File: src/rtl/sr_layer_scheduler_pkg.sv
// Shared types and defaults for the super-resolution layer scheduler.
// Per-layer weight counts derive from each conv's channel shape (3x3 kernels plus bias).
package sr_layer_scheduler_pkg;

  localparam int unsigned NUM_LAYERS_DEF = 6;
  localparam int unsigned ADDR_W_DEF     = 20;

  typedef enum logic [2:0] {
    S_IDLE,
    S_LOAD,
    S_SETTLE,
    S_RUN,
    S_ERR
  } state_t;

  function automatic int unsigned layer_words(int unsigned n_in, int unsigned n_out);
    return n_in * n_out * 9 + n_out;
  endfunction

  // upsample(3->12), conv1(3->9), conv2..4(9->9), conv5(9->3)
  localparam int unsigned LAYER_WCOUNT [NUM_LAYERS_DEF] = '{
    layer_words(3, 12),
    layer_words(3, 9),
    layer_words(9, 9),
    layer_words(9, 9),
    layer_words(9, 9),
    layer_words(9, 3)
  };

endpackage

File: src/rtl/sr_layer_scheduler_watchdog.sv
// Cycle counter for a layer's compute pass; expire flags the last allowed RUN cycle.
module sr_layer_scheduler_watchdog #(
  parameter int unsigned TIMEOUT = 4096
) (
  input  logic clk,
  input  logic rst_n,
  input  logic clear,
  input  logic enable,
  output logic expire
);

  localparam int unsigned CNT_W = $clog2(TIMEOUT);

  logic [CNT_W-1:0] count;

  always_ff @(posedge clk or negedge rst_n) begin
    if (!rst_n) begin
      count <= '0;
    end else if (clear) begin
      count <= '0;
    end else if (enable) begin
      count <= count + CNT_W'(1);
    end
  end

  assign expire = enable && (count == CNT_W'(TIMEOUT - 1));

endmodule

File: src/rtl/sr_layer_scheduler.sv
// Sequences weight loading and compute launch for each layer of the SR CNN pipeline.
//   state  | meaning
//   IDLE   | waiting for start
//   LOAD   | streaming WCOUNT[layer_idx] weight words, one per cycle
//   SETTLE | loader read latency; layer_go issued on exit
//   RUN    | waiting for layer_done under watchdog
//   ERR    | watchdog expired; err held until start or reset
module sr_layer_scheduler
  import sr_layer_scheduler_pkg::*;
#(
  parameter int unsigned NUM_LAYERS = NUM_LAYERS_DEF,
  parameter int unsigned ADDR_W     = ADDR_W_DEF,
  parameter int unsigned TIMEOUT    = 4096,
  parameter int unsigned WCOUNT [NUM_LAYERS] = LAYER_WCOUNT
) (
  input  logic              clk,
  input  logic              rst_n,
  input  logic              start,
  input  logic              abort,
  input  logic              layer_done,
  output logic              busy,
  output logic              done,
  output logic              err,
  output logic [2:0]        layer_idx,
  output logic              load_weights,
  output logic [ADDR_W-1:0] weight_addr,
  output logic              layer_go
);

  for (genvar i = 0; i < NUM_LAYERS; i++) begin : g_wcount_chk
    if (WCOUNT[i] == 0 || 64'(WCOUNT[i]) >= (64'd1 << ADDR_W)) begin : g_bad
      $error("sr_layer_scheduler: WCOUNT[%0d]=%0d is zero or exceeds address space", i, WCOUNT[i]);
    end
  end

  state_t            state_q, state_d;
  logic [2:0]        idx_d;
  logic [ADDR_W-1:0] addr_d, last_addr;
  logic              load_d, go_d, busy_d, done_d, err_d;
  logic              wd_clear, wd_en, wd_expire;

  assign last_addr = ADDR_W'(WCOUNT[layer_idx] - 1);

  sr_layer_scheduler_watchdog #(.TIMEOUT(TIMEOUT)) u_watchdog (
    .clk    (clk),
    .rst_n  (rst_n),
    .clear  (wd_clear),
    .enable (wd_en),
    .expire (wd_expire)
  );

  always_comb begin
    state_d  = state_q;
    idx_d    = layer_idx;
    addr_d   = weight_addr;
    load_d   = load_weights;
    busy_d   = busy;
    err_d    = err;
    go_d     = 1'b0;
    done_d   = 1'b0;
    wd_clear = 1'b0;
    wd_en    = 1'b0;
    if (abort) begin
      state_d  = S_IDLE;
      idx_d    = '0;
      addr_d   = '0;
      load_d   = 1'b0;
      busy_d   = 1'b0;
      wd_clear = 1'b1;
    end else begin
      case (state_q)
        S_IDLE, S_ERR: begin
          if (start) begin
            state_d = S_LOAD;
            idx_d   = '0;
            addr_d  = '0;
            load_d  = 1'b1;
            busy_d  = 1'b1;
            err_d   = 1'b0;
          end
        end
        S_LOAD: begin
          if (weight_addr == last_addr) begin
            state_d = S_SETTLE;
            load_d  = 1'b0;
            addr_d  = '0;
          end else begin
            addr_d = weight_addr + ADDR_W'(1);
          end
        end
        S_SETTLE: begin
          state_d  = S_RUN;
          go_d     = 1'b1;
          wd_clear = 1'b1;
        end
        S_RUN: begin
          wd_en = 1'b1;
          // layer_done wins over a watchdog expiry in the same cycle
          if (layer_done) begin
            if (layer_idx == 3'(NUM_LAYERS - 1)) begin
              state_d = S_IDLE;
              idx_d   = '0;
              busy_d  = 1'b0;
              done_d  = 1'b1;
            end else begin
              state_d = S_LOAD;
              idx_d   = layer_idx + 3'd1;
              addr_d  = '0;
              load_d  = 1'b1;
            end
          end else if (wd_expire) begin
            state_d = S_ERR;
            busy_d  = 1'b0;
            err_d   = 1'b1;
          end
        end
        default: state_d = S_IDLE;
      endcase
    end
  end

  always_ff @(posedge clk or negedge rst_n) begin
    if (!rst_n) begin
      state_q      <= S_IDLE;
      layer_idx    <= '0;
      weight_addr  <= '0;
      load_weights <= 1'b0;
      layer_go     <= 1'b0;
      busy         <= 1'b0;
      done         <= 1'b0;
      err          <= 1'b0;
    end else begin
      state_q      <= state_d;
      layer_idx    <= idx_d;
      weight_addr  <= addr_d;
      load_weights <= load_d;
      layer_go     <= go_d;
      busy         <= busy_d;
      done         <= done_d;
      err          <= err_d;
    end
  end

endmodule
File: config.mk
export PLATFORM = sky130hd
export DESIGN_NAME = sr_layer_scheduler
export DESIGN_NICKNAME = d
export VERILOG_FILES = /design/src/rtl/sr_layer_scheduler_pkg.sv /design/src/rtl/sr_layer_scheduler_watchdog.sv /design/src/rtl/sr_layer_scheduler.sv
export SDC_FILE = /design/constraint.sdc
export NUM_CORES = 1
export LEC_CHECK = 0
export CORE_ASPECT_RATIO = 0.9
export CORE_MARGIN = 2
export CORE_UTILIZATION = 25
export CTS_CLUSTER_DIAMETER = 40
export CTS_CLUSTER_SIZE = 8
export DETAILED_ROUTE_END_ITERATION = 7
export GPL_TIMING_DRIVEN = 0
export HOLD_SLACK_MARGIN = 0.15
export SLEW_MARGIN = 20
export SYNTH_ARGS = -nofsm -noshare
export SYNTH_HDL_FRONTEND = slang
export SYNTH_SLANG_ARGS = --single-unit
File: constraint.sdc
create_clock -name clk -period 2.6 [get_ports clk]
set_clock_uncertainty 0.05 [all_clocks]
set_input_delay 0.52 -clock clk [delete_from_list [all_inputs] [get_ports clk]]
set_output_delay 0.52 -clock clk [all_outputs]
set_load 0.005 [all_outputs]
# ---- Word-level counts from Yosys, hierarchy flattened
# Memories as Yosys holds them, arrays and structs flattened.
# Cells that the tools add are included.
dict set report totals {
  reg_bits 43
  mem_bits_ro 256
  in_bits 5
  output_inout_bits 28
  elab_cells 92
  mem_count 1
}
dict set report classes {
  addsub 4
  magnitude_cmp 1
  eq_ne 16
  muxes 46
  bitwise 2
  n_reduce_logical 13
}
# memory words word_bits read_ports rd_clocked_by_memory_dff wr line
set memory_table {}
lappend memory_table {{(name not given)} 8 32 1 0 0 sr_layer_scheduler.sv:42} ;# assign last_addr = ADDR_W'(WCOUNT[layer_idx] - 1);
# operator n
set ops {}
lappend ops {{20-bit 2-to-1 mux} 7}
lappend ops {{20-bit one-hot mux with 3 select lines} 1}
lappend ops {{3-bit 2-to-1 mux} 9}
lappend ops {{12-bit 2-to-1 mux} 2}
lappend ops {{1-bit 2-to-1 mux} 22}
lappend ops {{20-bit by 1-bit adder with 20-bit output, second input constant} 1}
lappend ops {{20-bit equality test} 1}
lappend ops {{20-bit by 1-bit subtractor with 20-bit output, second input constant} 1}
lappend ops {{12-bit by 1-bit adder with 12-bit output, second input constant} 1}
lappend ops {{12-bit equality test, second input constant} 1}
lappend ops {{3-bit != test, second input constant} 4}
lappend ops {{3-bit one-hot mux with 4 select lines} 1}
lappend ops {{5-bit AND reduction} 2}
lappend ops {{4-bit AND reduction} 2}
lappend ops {{3-bit by 2-bit equality test with 1-bit output, second input constant} 2}
lappend ops {{3-bit equality test, second input constant} 2}
lappend ops {{3-bit one-hot mux with 2 select lines} 1}
lappend ops {{3-bit AND reduction} 2}
lappend ops {{4-bit >= comparator, second input constant} 1}
lappend ops {{2-bit != test, second input constant} 2}
lappend ops {{4-bit by 3-bit != test with 1-bit output, second input constant} 1}
lappend ops {{4-bit != test, second input constant} 1}
lappend ops {{3-bit NOT with 4-bit output} 1}
lappend ops {{1-bit one-hot mux with 2 select lines} 2}
lappend ops {{11 further kinds} 12}

# ---- Longest topological paths before layout
# Gate-level depths: netlist of run 1.
dict set report depth {
  word_depth 9
  depth_mapped 11
  ltp_nobuf 9
}

# ---- By module
# A second synthesis of run 1 with hierarchy kept.
dict set report unflattened {
  cells_unflattened 292
  hier_area_um2 2587.5
}
# module instances cells_each area_each_um2 seq_area_each_um2
set modules_own_cells {}
lappend modules_own_cells {sr_layer_scheduler 1 232 1983.2 775.7}
lappend modules_own_cells {sr_layer_scheduler_watchdog 1 60 604.3 300.3}

# ---- Worst setup path before layout of run 1
# No wires, ideal clock.
dict set report synth_timing {
  path_type {register to register}
  startpoint {reg layer_idx[1]}
  endpoint {reg weight_addr[19]}
  setup_ps 119
  arrival_time_ps 2398
  required_time_ps 2431
  path_slack_ps 33
  path_stages_with_launch 12
  n_path_buf 2
  period_less_slack_ps 2567
  path_cell_list {dfrtp_1 nor2b_1 nand2b_1 ha_1 xor2_1 or4_4 o22a_2 o31ai_4 nor2b_1 buf_4 buf_12 nor2_1}
}
dict set report synth_between {
  elab_chain_len 9
  elab_cells_between_ends 12
  classes_between {add/sub (1); eq/ne (3); mux (5); bitwise (1); reduce/logical (1); memory (1)}
}
# element line
set synth_rtl {}
lappend synth_rtl {{start, declared} sr_layer_scheduler.sv:24} ;# output logic [2:0] layer_idx,
lappend synth_rtl {{start signal, assigned} sr_layer_scheduler.sv:134} ;# layer_idx <= idx_d;
lappend synth_rtl {{3-bit NOT with 4-bit output (not written as such)} sr_layer_scheduler.sv:42}
lappend synth_rtl {{memory read 8 x 32 bit} -}
lappend synth_rtl {{20-bit 2-to-1 mux (not written as such) (2 in a row)} sr_layer_scheduler.sv:42}
lappend synth_rtl {{20-bit by 1-bit subtractor with 20-bit output} sr_layer_scheduler.sv:42}
lappend synth_rtl {{20-bit equality test} sr_layer_scheduler.sv:83} ;# if (weight_addr == last_addr) begin
lappend synth_rtl {{20-bit 2-to-1 mux} sr_layer_scheduler.sv:83}
lappend synth_rtl {{20-bit one-hot mux with 3 select lines} sr_layer_scheduler.sv:71} ;# case (state_q)
lappend synth_rtl {{20-bit 2-to-1 mux} sr_layer_scheduler.sv:63} ;# if (abort) begin
lappend synth_rtl {{end signal, assigned} sr_layer_scheduler.sv:135} ;# weight_addr <= addr_d;
lappend synth_rtl {{end, declared} sr_layer_scheduler.sv:26} ;# output logic [ADDR_W-1:0] weight_addr,
# Parallel ways exist; a longest one is shown, timed or not. The select of a mux whose other input is x is not followed.
# A chain may end at the register's enable or synchronous reset.

# ---- Final worst setup path of run 1
dict set report layout_timing {
  startpoint {reg layer_idx[1]}
  endpoint {reg weight_addr[9]}
}
# The elaborated chain is that of the path after synthesis.

==> results by group, run 1 <==
STA
  – RSZ-0062 raised after global routing: true
  – Final setup vio count: 9
  – Final hold viol count: 0
  – Fmax achieved: 379 MHz
  – Worst setup margin: -38.1 ps
  – Final Hold Slack: 452 ps
  – Final period util: 101%
  – Worst slew margin relative to its limit: 57.1%
  – Least-Margin Pin Slew: 634 ps
  – Slew Viols, Final: 0
  – Crit path time final: 2640 ps

Die
  – Area of the core: 0.00957 mm²
  – DIE WIDTH: 108 µm
  – Die ar.: 0.0105 mm²
  – # rows: 34
  – Die Y: 97.5 µm
  – Ports: 33
  – Initial core utilization: 25.3%

Setup path
  – Crit Path Max Fanout: 5
  – CP Launch Type: flip-flop
  – Worst Path Required: 2750 ps
  – Register-to-register setup slack: -40 ps
  – WP data arrival: 2790 ps
  – Worst reg2reg path depth: 11
  – Crit path launch: layer_idx[1]$_DFFE_PN0P_
  – RR Endpoint: weight_addr[9]$_DFFE_PN0P_
  – Setup CP Type: flip-flop to flip-flop
  – Worst R2R Start: layer_idx[1]$_DFFE_PN0P_
  – Setup crit end kind: flip-flop

Route
  – Drt total wl: 6010 µm
  – DR pass1 iterations: 4
  – Wire per inst: 13.8 µm
  – Vias per cell: 4.68
  – DRC violation count after routing: 0
  – Routed Antenna Nets: 0
  – Vias: 2,047
  – DR iter-0 viols: 149

Pwr
  – Cell Pwr Density: 650 mW/mm²
  – Tot Pwr: 0.00213 W
  – Max VDD drop: 0.272 mV
  – Static Leakage: 1.28 nW

Yosys
  – Synth Instances: 258
  – Ys Warns: 0
  – Distinct cell type count after synthesis: 56
  – Count leader, synth: dfrtp_1
  – Async set or reset register ratio after synthesis: 100%
  – Synth top cells by count: dfrtp_1 (43), nor2_1 (35), nand2_1 (25)
  – Yosys top cell area share: 44.4%
  – Post-synth EDFFs: 0
  – Post-synthesis net count: 266
  – Main synth FF type: dfrtp_1
  – Synth Area per Inst: 9.40 µm²
  – Top cells by area, synth: dfrtp_1 (44%), nor2_1 (5.4%), xnor2_1 (5.4%)
  – Seq/Total Area, Yosys: 44.4%
  – Cell taking the most area after synthesis: dfrtp_1
  – Number of synthesized register bits: 43
  – Synth Cell Area: 0.00243 mm²

Clock tree
  – CTS Root Cell: clkbuf_8
  – Clock net sink count: 43
  – Reg clk slew, reported paths: 90 ps
  – CTS tree: built
  – Maximum buffer depth of the clock tree: 2
  – Max H-tree Level: 2
  – Skew-Pair Late Insertion Delay: 300 ps
  – TritonCTS Buffers: 5

Global route
  – Tot GR Track Use: 11.7%
  – Initial antenna violation count: 0
  – Grt ovf: 0
  – Vias in the first global route: 1,960
  – First-pass GRT wire length: 9930 µm
  – Largest net degree at the start of global routing: 30

Place
  – # port buffers: 32
  – Gpl congestion: 0.788
  – Pre-CTS setup slack: -325 ps
  – Dpl cells: 417
  – DPL Wire Length: 4260 µm

Outcome
  – Status: finished with violations
  – Failing checks: setup timing

Worst hold path
  – Hold depth: 1
  – Worst hold endpoint: u_watchdog.count[9]$_DFFE_PN0P_
  – Hold Startpoint: u_watchdog.count[9]$_DFFE_PN0P_
  – Worst min-delay path class: flip-flop to flip-flop

Final layout
  – Final Non-Filler Cells: 437
  – Layout fillers: 977
  – Sequential Area: 0.00108 mm²
  – Layout cells sized above 1: 21.2%
  – P&R area growth vs syn: 35.1%
  – Multi-input logic area: 0.00135 mm²
  – Layout Utilization: 34.2%
  – Final nets: 318
  – # diodes: 0

Run
  – Max cap viols: 0
==> area by class of cell <==
cell class              instances  area share (%)
clock buffers                   6            2.52
plain buffers                   9            2.56
clock inverters                 2            1.07
repair buffers                 45            13.8
well taps                     126            4.81
flip-flops and latches         43            32.9
multi-input cells             197            41.2
inverters                       9            1.11
==> worst max-delay path, stage by stage, from the launching register on <==
cell and delay, ps:
dfrtp_1 410, nor2b_4 140, nand2b_4 140, ha_4 160
xor2_2 150, or4_4 430, o22a_4 210, o31ai_4 260
nor2b_1 170, buf_4 190, clkbuf_16 180, nor2_2 40
==> cells by family after synthesis <==
logic type	synth area share [%]
simple gates	27.4
flops	44.4
compound gates	12.5
xor+xnor	9.39
buf+inv	4.85
fa+ha+maj	1.55
==> worst max path at each step <==
stage,end,cells past startpoint,slack (ps)
2_1_floorplan,weight_addr[19]$_DFFE_PN0P_,11,30
3_3_place_gp,weight_addr[19]$_DFFE_PN0P_,7,-320
3_5_place_dp,weight_addr[19]$_DFFE_PN0P_,7,-330
4_1_cts,weight_addr[19]$_DFFE_PN0P_,11,3
5_1_grt,weight_addr[9]$_DFFE_PN0P_,11,-130
6_report,weight_addr[9]$_DFFE_PN0P_,11,-40
==> repair_timing <==
item                       in CTS  in global routing
hold endpoints to repair       14                  0
buffers inserted                7                  3
setup endpoints to repair      19                 21
resized for setup               7                 26
hold buffers                    1                  0
cloned                          0                  1
pin swaps                       3                 12
==> sequential cells by signal, indices dropped and copies added, names as in the netlist <==
name / flops
load_weights: 1
state_q: 3
layer_idx: 3
done: 1
weight_addr: 20
layer_go: 1
u_watchdog.count: 12
err: 1
busy: 1
==> layout by cell type (no fill, tap or decap), types with 3 or more instances in the layout <==
| cell type | synthesis | final |
|---|---|---|
| buf_6 | 2 | 4 |
| and4_1 | 3 | 3 |
| dfrtp_1 | 43 | 42 |
| nor3_1 | 9 | 9 |
| nor2b_1 | 4 | 3 |
| nand4_1 | 5 | 5 |
| nand2_1 | 25 | 25 |
| xnor2_1 | 15 | 15 |
| a21oi_1 | 9 | 9 |
| xor2_1 | 11 | 10 |
| nor2_1 | 35 | 23 |
| buf_4 | 2 | 10 |
| inv_1 | 9 | 8 |
| clkdlybuf4s50_1 | 0 | 31 |
| nor2_2 | 3 | 10 |
| nand3_1 | 10 | 10 |
| nor4_1 | 5 | 4 |
| and3_1 | 6 | 6 |
| nor2_4 | 0 | 5 |
| clkbuf_8 | 1 | 7 |
| o21ai_0 | 11 | 11 |
| o21bai_1 | 3 | 3 |
==> where the power goes <==
group / internal [W] / switching, W
logic: 0.000397 / 0.000407
clock network: 0.000311 / 0.000237
registers: 0.000723 / 0.0000546
==> metal layers <==
| layer | share of wire, % | global-route usage (%) | wire length (µm) |
|---|---|---|---|
| met1 | 46 | 16.1 | 2790 |
| met2 | 48 | 18.5 | 2920 |
| met3 | 3.8 | 2.28 | 231 |
| met4 | 1.3 | 3.35 | 77 |
| met5 | 0 | 0 | 0 |
==> stage by stage <==
stage | setup TNS [ps] | area (µm²)
CTS | 0 | 3130
global route | -1630 | 3280
finish | -250 | 3280
detailed placement | -2020 | 2920
floorplan | 0 | 2430
global placement | -13400 | 2900
(Power assumes the default switching activity.)
==> inputs of run 2 (changes only) <==
==> constraint.sdc (replaced) <==
create_clock -name clk -period 2.6 [get_ports clk]
set_clock_uncertainty 0.05 [all_clocks]
set_input_delay 0.26 -clock clk [delete_from_list [all_inputs] [get_ports clk]]
set_output_delay 0.26 -clock clk [all_outputs]
set_load 0.005 [all_outputs]
==> results by group, run 2 (synthesis results as in run 1) <==
Pwr
  – Tot Pwr: 0.00209 W (-2.0%)
  – Static Leakage: 1.28 nW (-0.28%)
  – Max VDD drop: 0.268 mV (-1.4%)
  – Cell Pwr Density: 647 mW/mm² (-0.34%)

Place
  – Area after DPL: 0.00292 mm² (unchanged)
  – Gpl congestion: 0.788 (unchanged)
  – # port buffers: 32 (unchanged)
  – DPL Wire Length: 4260 µm (unchanged)

Final layout
  – # diodes: 0 (unchanged)
  – Layout Utilization: 33.7% (-0.58 points)
  – Post-route cell area: 0.00322 mm² (-1.7%)
  – Most flops, register: weight_addr
  – Layout cells sized above 1: 18.3% (-2.9 points)
  – Most common cell after layout, fill and taps aside: dfrtp_1
  – Biggest regs: weight_addr (20), u_watchdog.count (12)
  – Final nets: 318 (unchanged)
  – Most frequent cells in the layout: dfrtp_1 (42), clkdlybuf4s50_1 (31), nor2_1 (29)
  – Largest register FFs: 20 (unchanged)
  – P&R area growth vs syn: 32.8%

Die
  – Area of the core: 0.00957 mm² (unchanged)
  – Die Y: 97.5 µm (unchanged)
  – Initial core utilization: 25.3% (unchanged)
  – Ports: 33 (unchanged)
  – DIE WIDTH: 108 µm (unchanged)
  – # rows: 34 (unchanged)
  – Die ar.: 0.0105 mm² (unchanged)

Route
  – DR iter-0 viols: 125 (-16%)
  – DRC violation count after routing: 0 (unchanged)
  – Drt total wl: 6030 µm (+0.30%)
  – DR pass1 iterations: 4 (unchanged)
  – Vias per cell: 4.77 (+1.8%)
  – Wire per inst: 13.8 µm (+0.30%)
  – Vias: 2,084 (+1.8%)
  – Routed Antenna Nets: 0 (unchanged)

Setup path
  – WP data arrival: 2740 ps (-50 ps)
  – Setup CP Type: flip-flop to flip-flop
  – Worst R2R Start: layer_idx[1]$_DFFE_PN0P_
  – Worst Path Required: 2750 ps (about the same)
  – Setup crit end kind: flip-flop
  – CP Launch Type: flip-flop
  – Crit path launch: layer_idx[1]$_DFFE_PN0P_
  – Crit Path Max Fanout: 5 (unchanged)

Global route
  – Global Route met3 Usage: 2.28% (unchanged)
  – M1 GR Usage: 16.1% (-0.084 points)
  – Layer with the highest usage: met2
  – Largest net degree at the start of global routing: 30 (unchanged)
  – Initial antenna violation count: 0 (unchanged)
  – Tot GR Track Use: 11.6% (-0.042 points)
  – Vias in the first global route: 1,950 (-0.51%)
  – M2 GR Usage: 18.4% (-0.048 points)
  – Grt ovf: 0 (unchanged)
  – First-pass GRT wire length: 9890 µm (-0.35%)

Run
  – Max cap viols: 0 (unchanged)

Clock tree
  – CTS tree: built
  – Reg clk slew, reported paths: 90 ps (about the same)
  – Max H-tree Level: 2 (unchanged)
  – Skew-Pair Late Insertion Delay: 300 ps (about the same)
  – TritonCTS Buffers: 5 (unchanged)
  – Clock net sink count: 43 (unchanged)
  – CTS Root Cell: clkbuf_8
  – Maximum buffer depth of the clock tree: 2 (unchanged)

STA
  – Least-Margin Pin Slew: 638 ps (+3.83 ps)
  – Final setup vio count: 0 (-9)
  – Fmax achieved: 385 MHz (+1.6%)
  – Worst slew margin relative to its limit: 56.9% (-0.26 points)
  – Final period util: 99.8% (-1.6 points)
  – Crit path time final: 2600 ps (-42.8 ps)
  – Slew Viols, Final: 0 (unchanged)
  – Final Hold Slack: 354 ps (-98.3 ps)
  – Final hold viol count: 0 (unchanged)
  – RSZ-0062 raised after global routing: true

Outcome
  – Status: finished, final reports clean

Worst hold path
  – Worst min-delay path class: input port to async pin
## run 2: cell counts in the layout (fill, tap and decap cells not counted)
No cell type changed its count.
## run 2: power breakdown
part / internal, W / leakage [nW] / switching (W)
clock: 0.000311 / 0.0612 / 0.000237
sequential: 0.000723 / 0.591 / 0.0000557
combinational: 0.000380 / 0.622 / 0.000379
total: 0.00141 / 1.28 / 0.000672
## run 2: through the flow
step                std cells  TNS, ps  setup WS (ps)
finish                    437        0           4.67
global route              437    -1430           -104
CTS                       433        0           3.17
detailed placement        417    -1600           -136
global placement          416    -1670           -120
floorplan                 258        0           32.9
## run 2: path summary, 6_finish.rpt
kind	endpoint	slack, ps	cells after the start
max in group asynchronous	layer_idx[2]$_DFFE_PN0P_	1660	3
worst min register to register	u_watchdog.count[9]$_DFFE_PN0P_	450	1
worst max register to register	weight_addr[15]$_DFFE_PN0P_	5	11
min in group clk	u_watchdog.count[9]$_DFFE_PN0P_	450	1
worst max-delay path	weight_addr[15]$_DFFE_PN0P_	5	11
worst min-delay path	err$_DFFE_PN0P_	350	2
## run 2: layout make-up
type / instances / area (µm²)
fillers: 980 / 6350
multi-input cells: 197 / 1300
flip-flops and latches: 43 / 1080
repair buffers: 45 / 445
well taps: 126 / 158
plain buffers: 9 / 83.8
clock buffers: 6 / 82.6
inverters: 9 / 36.3
clock inverters: 2 / 35.0
## run 2: metal layers
| layer | up-vias | wire (µm) |
|---|---|---|
| li1 | 1010 | - |
| met1 | 1023 | 2740 |
| met2 | 46 | 2950 |
| met3 | 5 | 261 |
| met4 | 0 | 77 |
| met5 | - | 0 |
## run 2: timing repair
action | CTS | global route
pin swaps | 3 | 5
hold endpoints to repair | 14 | 0
hold buffers | 1 | 0
cloned | 0 | 1
buffers inserted | 7 | 3
gates resized for setup | 6 | 13
setup endpoints to repair | 19 | 21
## run 2: critical path, stage by stage, from the launching register on
cell,delay [ps]
dfrtp_1,410
nor2b_4,140
nand2b_4,140
ha_4,160
xor2_2,150
or4_4,440
o22a_4,210
o31ai_4,260
nor2b_1,170
buf_4,180
clkbuf_16,160
nor2_2,40
